<file path="config.mk">
export PLATFORM = sky130hd
export DESIGN_NAME = unidad_muldiv
export DESIGN_NICKNAME = d
export VERILOG_FILES = /design/src/rtl/unidad_muldiv.sv
export SDC_FILE = /design/constraint.sdc
export NUM_CORES = 1
export LEC_CHECK = 0
export BUFFER_PORTS_ARGS = -buffer_cell sky130_fd_sc_hd__buf_4
export CAP_MARGIN = 30
export CORE_MARGIN = 2
export CORE_UTILIZATION = 35
export CTS_CLUSTER_DIAMETER = 200
export DETAILED_ROUTE_END_ITERATION = 16
export PLACE_DENSITY = 0.55
export SYNTH_ARGS = -nofsm -noshare
export SYNTH_HDL_FRONTEND = slang
export SYNTH_SLANG_ARGS = --single-unit
</file>
<file path="constraint.sdc">
create_clock -name clk -period 14.2 [get_ports clk]
set_input_delay 0.71 -clock clk [delete_from_list [all_inputs] [get_ports clk]]
set_output_delay 0.71 -clock clk [all_outputs]
set_load 0.02 [all_outputs]
</file>
<file path="src/rtl/unidad_muldiv.sv">
// unidad_muldiv: iterative radix-2 multiply/divide unit with architectural HI/LO.
//
// Ports:
//   clk       system clock, rising edge
//   reset     synchronous active-high reset
//   iStart    start request, accepted only while idle
//   iOp       00 MULT, 01 MULTU, 10 DIV, 11 DIVU
//   iA, iB    multiplicand/dividend, multiplier/divisor
//   iMtHi/Lo  write iMtData into HI/LO while idle and not starting
//   oBusy     operation in progress
//   oDone     one-cycle pulse, HI/LO hold the new result
//   oHi, oLo  architectural HI/LO registers
//   oDivZero  last accepted operation was a divide by zero (sticky)
//
// Signed operations run on magnitudes; signs are reapplied on the final edge.
module unidad_muldiv #(
    parameter int WIDTH = 32
) (
    input  logic             clk,
    input  logic             reset,
    input  logic             iStart,
    input  logic [1:0]       iOp,
    input  logic [WIDTH-1:0] iA,
    input  logic [WIDTH-1:0] iB,
    input  logic             iMtHi,
    input  logic             iMtLo,
    input  logic [WIDTH-1:0] iMtData,
    output logic             oBusy,
    output logic             oDone,
    output logic [WIDTH-1:0] oHi,
    output logic [WIDTH-1:0] oLo,
    output logic             oDivZero
);

    localparam int CW = $clog2(WIDTH);
    localparam logic [CW-1:0] LAST = CW'(WIDTH - 1);

    typedef enum logic {StIdle, StCalc} state_t;

    state_t           state_q;
    logic [CW-1:0]    cnt_q;
    logic             op_div_q;   // iOp[1] of the operation in flight
    logic             neg_q;      // product / quotient sign
    logic             neg_rem_q;  // remainder sign (dividend sign)
    // Mult: acc_hi = partial product high, acc_lo = multiplier (shifts out), opb = multiplicand.
    // Div:  acc_hi = partial remainder, acc_lo = dividend -> quotient, opb = divisor.
    logic [WIDTH-1:0] acc_hi_q, acc_lo_q, opb_q;

    logic             a_neg, b_neg;
    logic [WIDTH-1:0] a_mag, b_mag;
    logic [WIDTH:0]   mul_sum;
    logic [WIDTH:0]   div_shift, div_diff;
    logic             div_ok;
    logic [WIDTH-1:0] step_hi, step_lo;
    logic [2*WIDTH-1:0] prod;
    logic [WIDTH-1:0] fin_hi, fin_lo;

    always_comb begin
        a_neg = ~iOp[0] & iA[WIDTH-1];
        b_neg = ~iOp[0] & iB[WIDTH-1];
        a_mag = a_neg ? -iA : iA;
        b_mag = b_neg ? -iB : iB;

        // Shift-add: add multiplicand into the high half when the multiplier LSB is set.
        mul_sum = {1'b0, acc_hi_q} + (acc_lo_q[0] ? {1'b0, opb_q} : '0);

        // Restoring divide: shifted remainder can exceed WIDTH bits, so compare at WIDTH+1.
        div_shift = {acc_hi_q, acc_lo_q[WIDTH-1]};
        div_ok    = div_shift >= {1'b0, opb_q};
        div_diff  = div_shift - {1'b0, opb_q};

        if (op_div_q) begin
            step_hi = div_ok ? div_diff[WIDTH-1:0] : div_shift[WIDTH-1:0];
            step_lo = {acc_lo_q[WIDTH-2:0], div_ok};
        end else begin
            step_hi = mul_sum[WIDTH:1];
            step_lo = {mul_sum[0], acc_lo_q[WIDTH-1:1]};
        end

        prod = {step_hi, step_lo};
        if (op_div_q) begin
            fin_lo = neg_q ? -step_lo : step_lo;
            fin_hi = neg_rem_q ? -step_hi : step_hi;
        end else begin
            if (neg_q) prod = -prod;
            fin_hi = prod[2*WIDTH-1:WIDTH];
            fin_lo = prod[WIDTH-1:0];
        end
    end

    always_ff @(posedge clk) begin
        if (reset) begin
            state_q   <= StIdle;
            cnt_q     <= '0;
            op_div_q  <= 1'b0;
            neg_q     <= 1'b0;
            neg_rem_q <= 1'b0;
            acc_hi_q  <= '0;
            acc_lo_q  <= '0;
            opb_q     <= '0;
            oBusy     <= 1'b0;
            oDone     <= 1'b0;
            oHi       <= '0;
            oLo       <= '0;
            oDivZero  <= 1'b0;
        end else begin
            oDone <= 1'b0;
            case (state_q)
                StIdle: begin
                    if (iStart) begin
                        oDivZero <= 1'b0;
                        op_div_q <= iOp[1];
                        if (iOp[1] && iB == '0) begin
                            // Divide by zero completes immediately without going busy.
                            oHi      <= iA;
                            oLo      <= '1;
                            oDivZero <= 1'b1;
                            oDone    <= 1'b1;
                        end else begin
                            neg_q     <= a_neg ^ b_neg;
                            neg_rem_q <= a_neg;
                            acc_hi_q  <= '0;
                            acc_lo_q  <= iOp[1] ? a_mag : b_mag;
                            opb_q     <= iOp[1] ? b_mag : a_mag;
                            cnt_q     <= '0;
                            oBusy     <= 1'b1;
                            state_q   <= StCalc;
                        end
                    end else begin
                        if (iMtHi) oHi <= iMtData;
                        if (iMtLo) oLo <= iMtData;
                    end
                end
                StCalc: begin
                    acc_hi_q <= step_hi;
                    acc_lo_q <= step_lo;
                    cnt_q    <= cnt_q + 1'b1;
                    if (cnt_q == LAST) begin
                        oHi     <= fin_hi;
                        oLo     <= fin_lo;
                        oDone   <= 1'b1;
                        oBusy   <= 1'b0;
                        cnt_q   <= '0;
                        state_q <= StIdle;
                    end
                end
                default: state_q <= StIdle;
            endcase
        end
    end

endmodule

</file>
==> flow_metrics.env, run 1 <==
export IMPL_status="completed"
export IMPL_tns_ps=0
export IMPL_total_power_uw=1735
export IMPL_drt_vias_per_instance=6.110
export IMPL_swShare_pct=41.84
export IMPL_yosys_area_top_type="dfxtp_1"
export IMPL_drc=0
export IMPL_io_buffers=169
export IMPL_synthArstFlopShare_pct=0
export IMPL_gr_total_overflow=0
export IMPL_synth_ff_type="dfxtp_1"
export IMPL_synthCells=2208
export IMPL_post_route_min_period_ps=5461
export IMPL_clockPowerShare_pct=28.6
export IMPL_internal_power_uw=1009
export IMPL_syn_nets=2383
export IMPL_antenna_cells=0
export IMPL_seqPwrFrac_pct=31.8
export IMPL_gp_congestion=0.9573
export IMPL_drive_gt1_share_pct=12.46
export IMPL_die_y_um=216.7
export IMPL_finalSetupViolCount=0
export IMPL_final_max_slew_violation_count=0
export IMPL_grt_pass1_vias=16480
export IMPL_grt_pass1_wl_um=103800
export IMPL_synth_top_area_share_pct=21.75
export IMPL_syn_area_per_cell_sq_um=7.168
export IMPL_path_class="flop to flop"
export IMPL_slew_headroom_pct=29.78
export IMPL_drtIter0Drc=1888
export IMPL_wl_um=70170
export IMPL_start_util_pct=35.64
export IMPL_yosysSeqAreaShare_pct=21.75
export IMPL_ctsResizeCount=0
export IMPL_post_route_util_pct=40.70
export IMPL_final_common_cell="nor2_1"
export IMPL_required_ps=14580
export IMPL_io_pins=170
export IMPL_core_area_sq_um=44410
export IMPL_synth_edff_count=0
export IMPL_area_delta_synth_final_pct=14.20
export IMPL_ant_nets=0
export IMPL_h_tree_depth=4
export IMPL_hold_ws_ps=451.9
export IMPL_root_buffer="clkbuf_16"
export IMPL_layout_common_cells="nor2_1 (277), nand2_1 (232), a21oi_1 (223), buf_4 (197), dfxtp_1 (170)"
export IMPL_firstDrtPassIters=6
export IMPL_vdd_drop_max_v=0.00008439
export IMPL_cts_buffers=17
export IMPL_leakage_uw=0.007266
export IMPL_final_setup_skew_ps=14.04
export IMPL_ys_top_cells_by_area="dfxtp_1 (22%), a21oi_1 (7.1%), nor2_1 (6.6%), ha_1 (5.5%), nand2_1 (5.5%)"
export IMPL_clk_path_buf_depth=2
export IMPL_grt_max_degree=79
export IMPL_netlist_cell_type_count=101
export IMPL_grt_usage_pct=29.21
export IMPL_place_area_sq_um=17490
export IMPL_final_hold_violation_count=0
export IMPL_critical_path_endpoint_type="flop"
export IMPL_antenna_found_initial=1
export IMPL_ys_warn_count=0
export IMPL_combPwrFrac_pct=39.6
export IMPL_cts_setup_buffers=0
export IMPL_post_route_period_util_pct=38.46
export IMPL_powerDensity_nw_per_um2=96.00
export IMPL_ys_ff_latch=172
export IMPL_num_vias=17640
export IMPL_cap_viol_max_count=0
export IMPL_crit_path_start_kind="flop"
export IMPL_power_switching_uw=725.9
export IMPL_wl_per_cell_um=24.30
export IMPL_rows=77
export IMPL_die_area_sq_um=46940
export IMPL_rsz0062_at_grt="no"
export IMPL_design_area_sq_um=18070
export IMPL_holdBufCountCts=0
export IMPL_clk_pin_slew_ps=80
export IMPL_syn_area_sq_um=15830
export IMPL_critPathMaxFanout=9
export IMPL_worst_pin_slew_ps=1053
export IMPL_cts_sinks=172
export IMPL_clk_latency_ps=480
export IMPL_die_x_um=216.7
export IMPL_fmax_mhz=183.1
export IMPL_cp_data_arrival_time_ps=5840
export IMPL_post_dp_hpwl_um=54280
export IMPL_cts_tree="done"
export IMPL_final_nets=2457
export IMPL_hold_path_class="flop to flop"
==> layer usage <==
layer  track usage [%]  share of wire (%)
met2             48.39                 46
met3             4.154                7.3
met4             10.94                3.9
met5                 0              0.019
met1             38.43                 43
==> registers in the layout, summed over array words and instances (netlist names) <==
name / flops
state_q: 1
neg_q: 1
oHi: 32
acc_lo_q: 32
neg_rem_q: 1
oLo: 32
op_div_q: 1
acc_hi_q: 32
opb_q: 32
cnt_q: 5
oDivZero: 1
oDone: 1
oBusy: 1
==> synth_stat cells, types with 6 or more instances <==
| cell | number |
|---|---|
| a221oi_1 | 19 |
| o21ai_0 | 113 |
| nand2b_1 | 17 |
| a21oi_1 | 224 |
| a211o_1 | 7 |
| nor3b_1 | 6 |
| a41oi_1 | 7 |
| o31ai_1 | 18 |
| dfxtp_1 | 172 |
| ha_1 | 70 |
| xor2_1 | 61 |
| clkbuf_1 | 101 |
| and2_1 | 47 |
| nand3_1 | 33 |
| mux2_2 | 18 |
| nor2b_1 | 18 |
| buf_2 | 25 |
| o41ai_1 | 8 |
| o221ai_1 | 12 |
| nand4_1 | 22 |
| a21o_1 | 32 |
| buf_1 | 13 |
| and4_1 | 7 |
| or3_1 | 25 |
| nand2_1 | 233 |
| xnor2_1 | 85 |
| o21ai_1 | 19 |
| and3_1 | 20 |
| a22oi_1 | 26 |
| inv_1 | 69 |
| nor2_1 | 277 |
| o21a_1 | 8 |
| a31oi_1 | 23 |
| nor4_1 | 16 |
| a21boi_0 | 7 |
| o21bai_1 | 7 |
| mux2i_1 | 61 |
| nor3_1 | 57 |
| o211ai_1 | 43 |
| a222oi_1 | 13 |
| a211oi_1 | 51 |
==> path summary, 6_finish.rpt <==
path | start | end | slack (ps) | cells past startpoint
hold reg to reg | oHi[25] | oHi[25] | 450 | 2
setup reg to reg | opb_q[23] | oHi[30] | 8740 | 20
setup / recovery | opb_q[23] | oHi[30] | 8740 | 20
hold / removal | oHi[25] | oHi[25] | 450 | 2
==> power groups by stage <==
stage | clock network [uW] | logic [uW] | registers [uW]
CTS | 501 | 673 | 552
floorplan | 0 | 419 | 571
global route | 516 | 735 | 556
global placement | 0 | 669 | 562
finish | 495 | 687 | 553
detailed placement | 0 | 670 | 563
==> kinds of logic after synthesis <==
kind of cell	share of synthesized area (%)
buf+inv	5.375
compound gates	29.26
simple gates	24.32
mux	5.423
fa+ha+maj	5.787
flops	21.75
xor+xnor	8.079
==> layout make-up <==
class	instances	area [sq um]
tap	592	740.7
timing repair buffer	198	1484
clock buffer	19	454.2
multi-input combinational	1822	11550
sequential	172	3451
inverter	71	266.5
fill	4645	26340
clock inverter	13	130.1
==> critical path, cell delays in order, from the launching register on <==
cell,delay [ps]
dfxtp_1,350
inv_1,50
ha_1,390
and4_1,340
and4_1,200
a22oi_1,250
o21ai_2,170
nor2_2,180
nand2_1,90
o21ai_0,210
ha_1,250
o21ai_0,120
or2_1,270
nor4_1,550
nand2_1,280
or3_1,480
nand2_1,290
and3_1,230
nand2_1,70
or3_1,320
o311ai_1,280
==> through the flow <==
| stage | instances | setup WS [ps] |
|---|---|---|
| after floorplan | 2208 | 9490 |
| after global placement | 2854 | 9112 |
| after detailed placement | 2855 | 8885 |
| after CTS | 2887 | 8843 |
| after global routing | 2887 | 8425 |
| final | 2887 | 8739 |
(Power assumes the default switching activity.)
==> run 2, diff against run 1 <==
--- a/config.mk
+++ b/config.mk
@@ -11,7 +11,7 @@
 export CORE_UTILIZATION = 35
 export CTS_CLUSTER_DIAMETER = 200
 export DETAILED_ROUTE_END_ITERATION = 16
-export PLACE_DENSITY = 0.55
+export PLACE_DENSITY = 0.57
 export SYNTH_ARGS = -nofsm -noshare
 export SYNTH_HDL_FRONTEND = slang
 export SYNTH_SLANG_ARGS = --single-unit
==> constraint.sdc (replaced) <==
create_clock -name clk -period 4.8 [get_ports clk]
set_input_delay 0.24 -clock clk [delete_from_list [all_inputs] [get_ports clk]]
set_output_delay 0.24 -clock clk [all_outputs]
set_load 0.02 [all_outputs]
==> run 2 against run 1 <==
Sequential power increased to 3.0 times the previous value; non-clock buffer count is 75 higher; clock power grew to 3.1 times the previous value; critical path depth down 1; setup slack worse by 8500 ps; global-route usage is 0.23 points lower; core utilization up 1.5 points.
==> flow_metrics.env, run 2 (synthesis results as in run 1) <==
export IMPL_status="completed"
export IMPL_cp_common_cell="buf_4"
export IMPL_h_tree_depth=4
export IMPL_leakage_uw=0.007640
export IMPL_required_ps=5170
export IMPL_post_dp_hpwl_um=54620
export IMPL_core_area_sq_um=44410
export IMPL_final_max_slew_violation_count=0
export IMPL_critical_path_top_delay_family="compound AO/OA/AOI/OAI gates"
export IMPL_drive_gt1_share_pct=15.40
export IMPL_critPathMaxFanout=8
export IMPL_drtIter0Drc=1821
export IMPL_slowest_delay_ps=490
export IMPL_tns_ps=0
export IMPL_cap_viol_max_count=0
export IMPL_hold_start="iMtData[12]"
export IMPL_die_y_um=216.7
export IMPL_start_util_pct=35.64
export IMPL_vdd_drop_max_v=0.0002280
export IMPL_slowest_stage="a211o_1"
export IMPL_layout_common_cells="nor2_1 (277), buf_4 (270), nand2_1 (232), a21oi_1 (223), dfxtp_1 (170)"
export IMPL_grt_max_degree=133
export IMPL_drt_vias_per_instance=5.965
export IMPL_num_vias=17670
export IMPL_final_hold_violation_count=0
export IMPL_clk_latency_ps=480
export IMPL_grt_usage_pct=28.99
export IMPL_rsz0062_at_grt="no"
export IMPL_clk_pin_slew_ps=80
export IMPL_slew_headroom_pct=22.77
export IMPL_dp_cells=2930
export IMPL_die_area_sq_um=46940
export IMPL_cp_data_arrival_time_ps=4910
export IMPL_r2r_start="acc_lo_q[0]"
export IMPL_die_x_um=216.7
export IMPL_grt_pass1_vias=16280
export IMPL_io_pins=170
export IMPL_critical_path_endpoint_type="flop"
export IMPL_cp_cell_sequence="and2_1 > ha_1 > inv_1 > fa_1 > nor2b_1 > o2111ai_1 > a211o_1 > nand3_1 > a31oi_1 > xor2_1 > a21oi_1 > buf_4 > nor4b_4 > buf_4 > buf_4 > and3_1 > nand2_1 > or3_1 > o311ai_1"
export IMPL_rows=77
export IMPL_powerDensity_nw_per_um2=283.3
export IMPL_clk_path_buf_depth=2
export IMPL_firstDrtPassIters=6
export IMPL_wl_um=69580
export IMPL_hold_path_class="primary input to flop"
export IMPL_grt_pass1_wl_um=103300
export IMPL_io_buffers=169
export IMPL_final_common_cell="nor2_1"
export IMPL_finalSetupViolCount=0
export IMPL_stdcell_count=2962
export IMPL_antenna_found_initial=2
export IMPL_final_setup_skew_ps=15.73
export IMPL_cts_sinks=172
export IMPL_crit_path_start_kind="flop"
export IMPL_root_buffer="clkbuf_16"
export IMPL_drc=0
export IMPL_post_route_period_util_pct=94.61
export IMPL_cts_buffers=17
export IMPL_final_nets=2532
export IMPL_cts_tree="done"
export IMPL_antenna_cells=0
export IMPL_gr_total_overflow=0
export IMPL_crit_buf_inv=4
export IMPL_area_delta_synth_final_pct=18.28
export IMPL_wl_per_cell_um=23.49
export IMPL_fmax_mhz=220.2
export IMPL_gp_congestion=0.9683
export IMPL_path_class="flop to flop"
export IMPL_post_route_min_period_ps=4541
export IMPL_cp_startpoint="acc_lo_q[0]"
export IMPL_ant_nets=0
export IMPL_worst_pin_slew_ps=1152
## run 2: changes by cell type in the layout (fill, tap and decap cells not counted), moves of 2 or more
cell	previous run	this run
buf_4	197	270
clkinv_4	6	0
inv_8	1	5
clkinvlp_4	0	3
buf_12	0	2
clkinv_2	2	0
clkinv_8	0	2
## run 2: repair_timing
item | 4_1_cts | 5_1_grt
setup buffers | 0 | 0
hold buffers | 0 | 0
setup endpoints to repair | 0 | 10
endpoints found under the hold margin | 0 | 0
gates resized for setup | 0 | 6
## run 2: power by group
group	total, uW	internal [uW]	switching [uW]
sequential	1650	1530	117
clock	1530	777	752
combinational	2130	781	1340
total	5300	3090	2210
## run 2: path summary, 6_finish.rpt
kind                            endpoint  slack (ps)  depth (start not counted)
worst min register to register   oHi[27]         460                          2
worst max-delay path             oHi[30]         260                         19
worst max register to register   oHi[30]         260                         19
worst min-delay path             oLo[12]         160                          3
## run 2: final cells by class
cell class	instances	area [sq um]
fill	4622	25690
multi-input combinational	1822	11570
sequential	172	3451
timing repair buffer	273	2078
tap	592	740.7
clock buffer	18	450.4
inverter	71	266.5
clock inverter	14	167.7
## run 2: worst reg2reg max path, delay by kind of cell (launching register included)
family / cells / cell delay [ps]
AOI/OAI and AO/OA: 5 / 1330
xor gates and xnor gates: 1 / 210
adders and majority gates: 2 / 560
buffers and inverters: 4 / 640
DFF: 1 / 450
and+or+nand+nor: 7 / 1240
## run 2: through the flow
stage	setup slack (ps)	power, uW	cell area (sq um)	utilization, %	hold WS (ps)
3_5_place_dp	224.3	3750	18080	40.70	446.6
2_1_floorplan	90.28	2928	15830	-	440.3
5_1_grt	41.97	5535	18720	42.15	160.9
6_report	258.6	5304	18720	42.15	163.8
3_3_place_gp	298.2	3750	18080	40.70	446.6
4_1_cts	193.4	5266	18700	42.10	148.6
## run 2: per-layer routing
metal	vias up	track usage (%)	share of wire, %
met4	0	11.71	4.2
met2	724	46.94	46
met1	8490	38.55	44
met3	118	4.309	6.1
li1	8337	-	-
met5	-	0	0
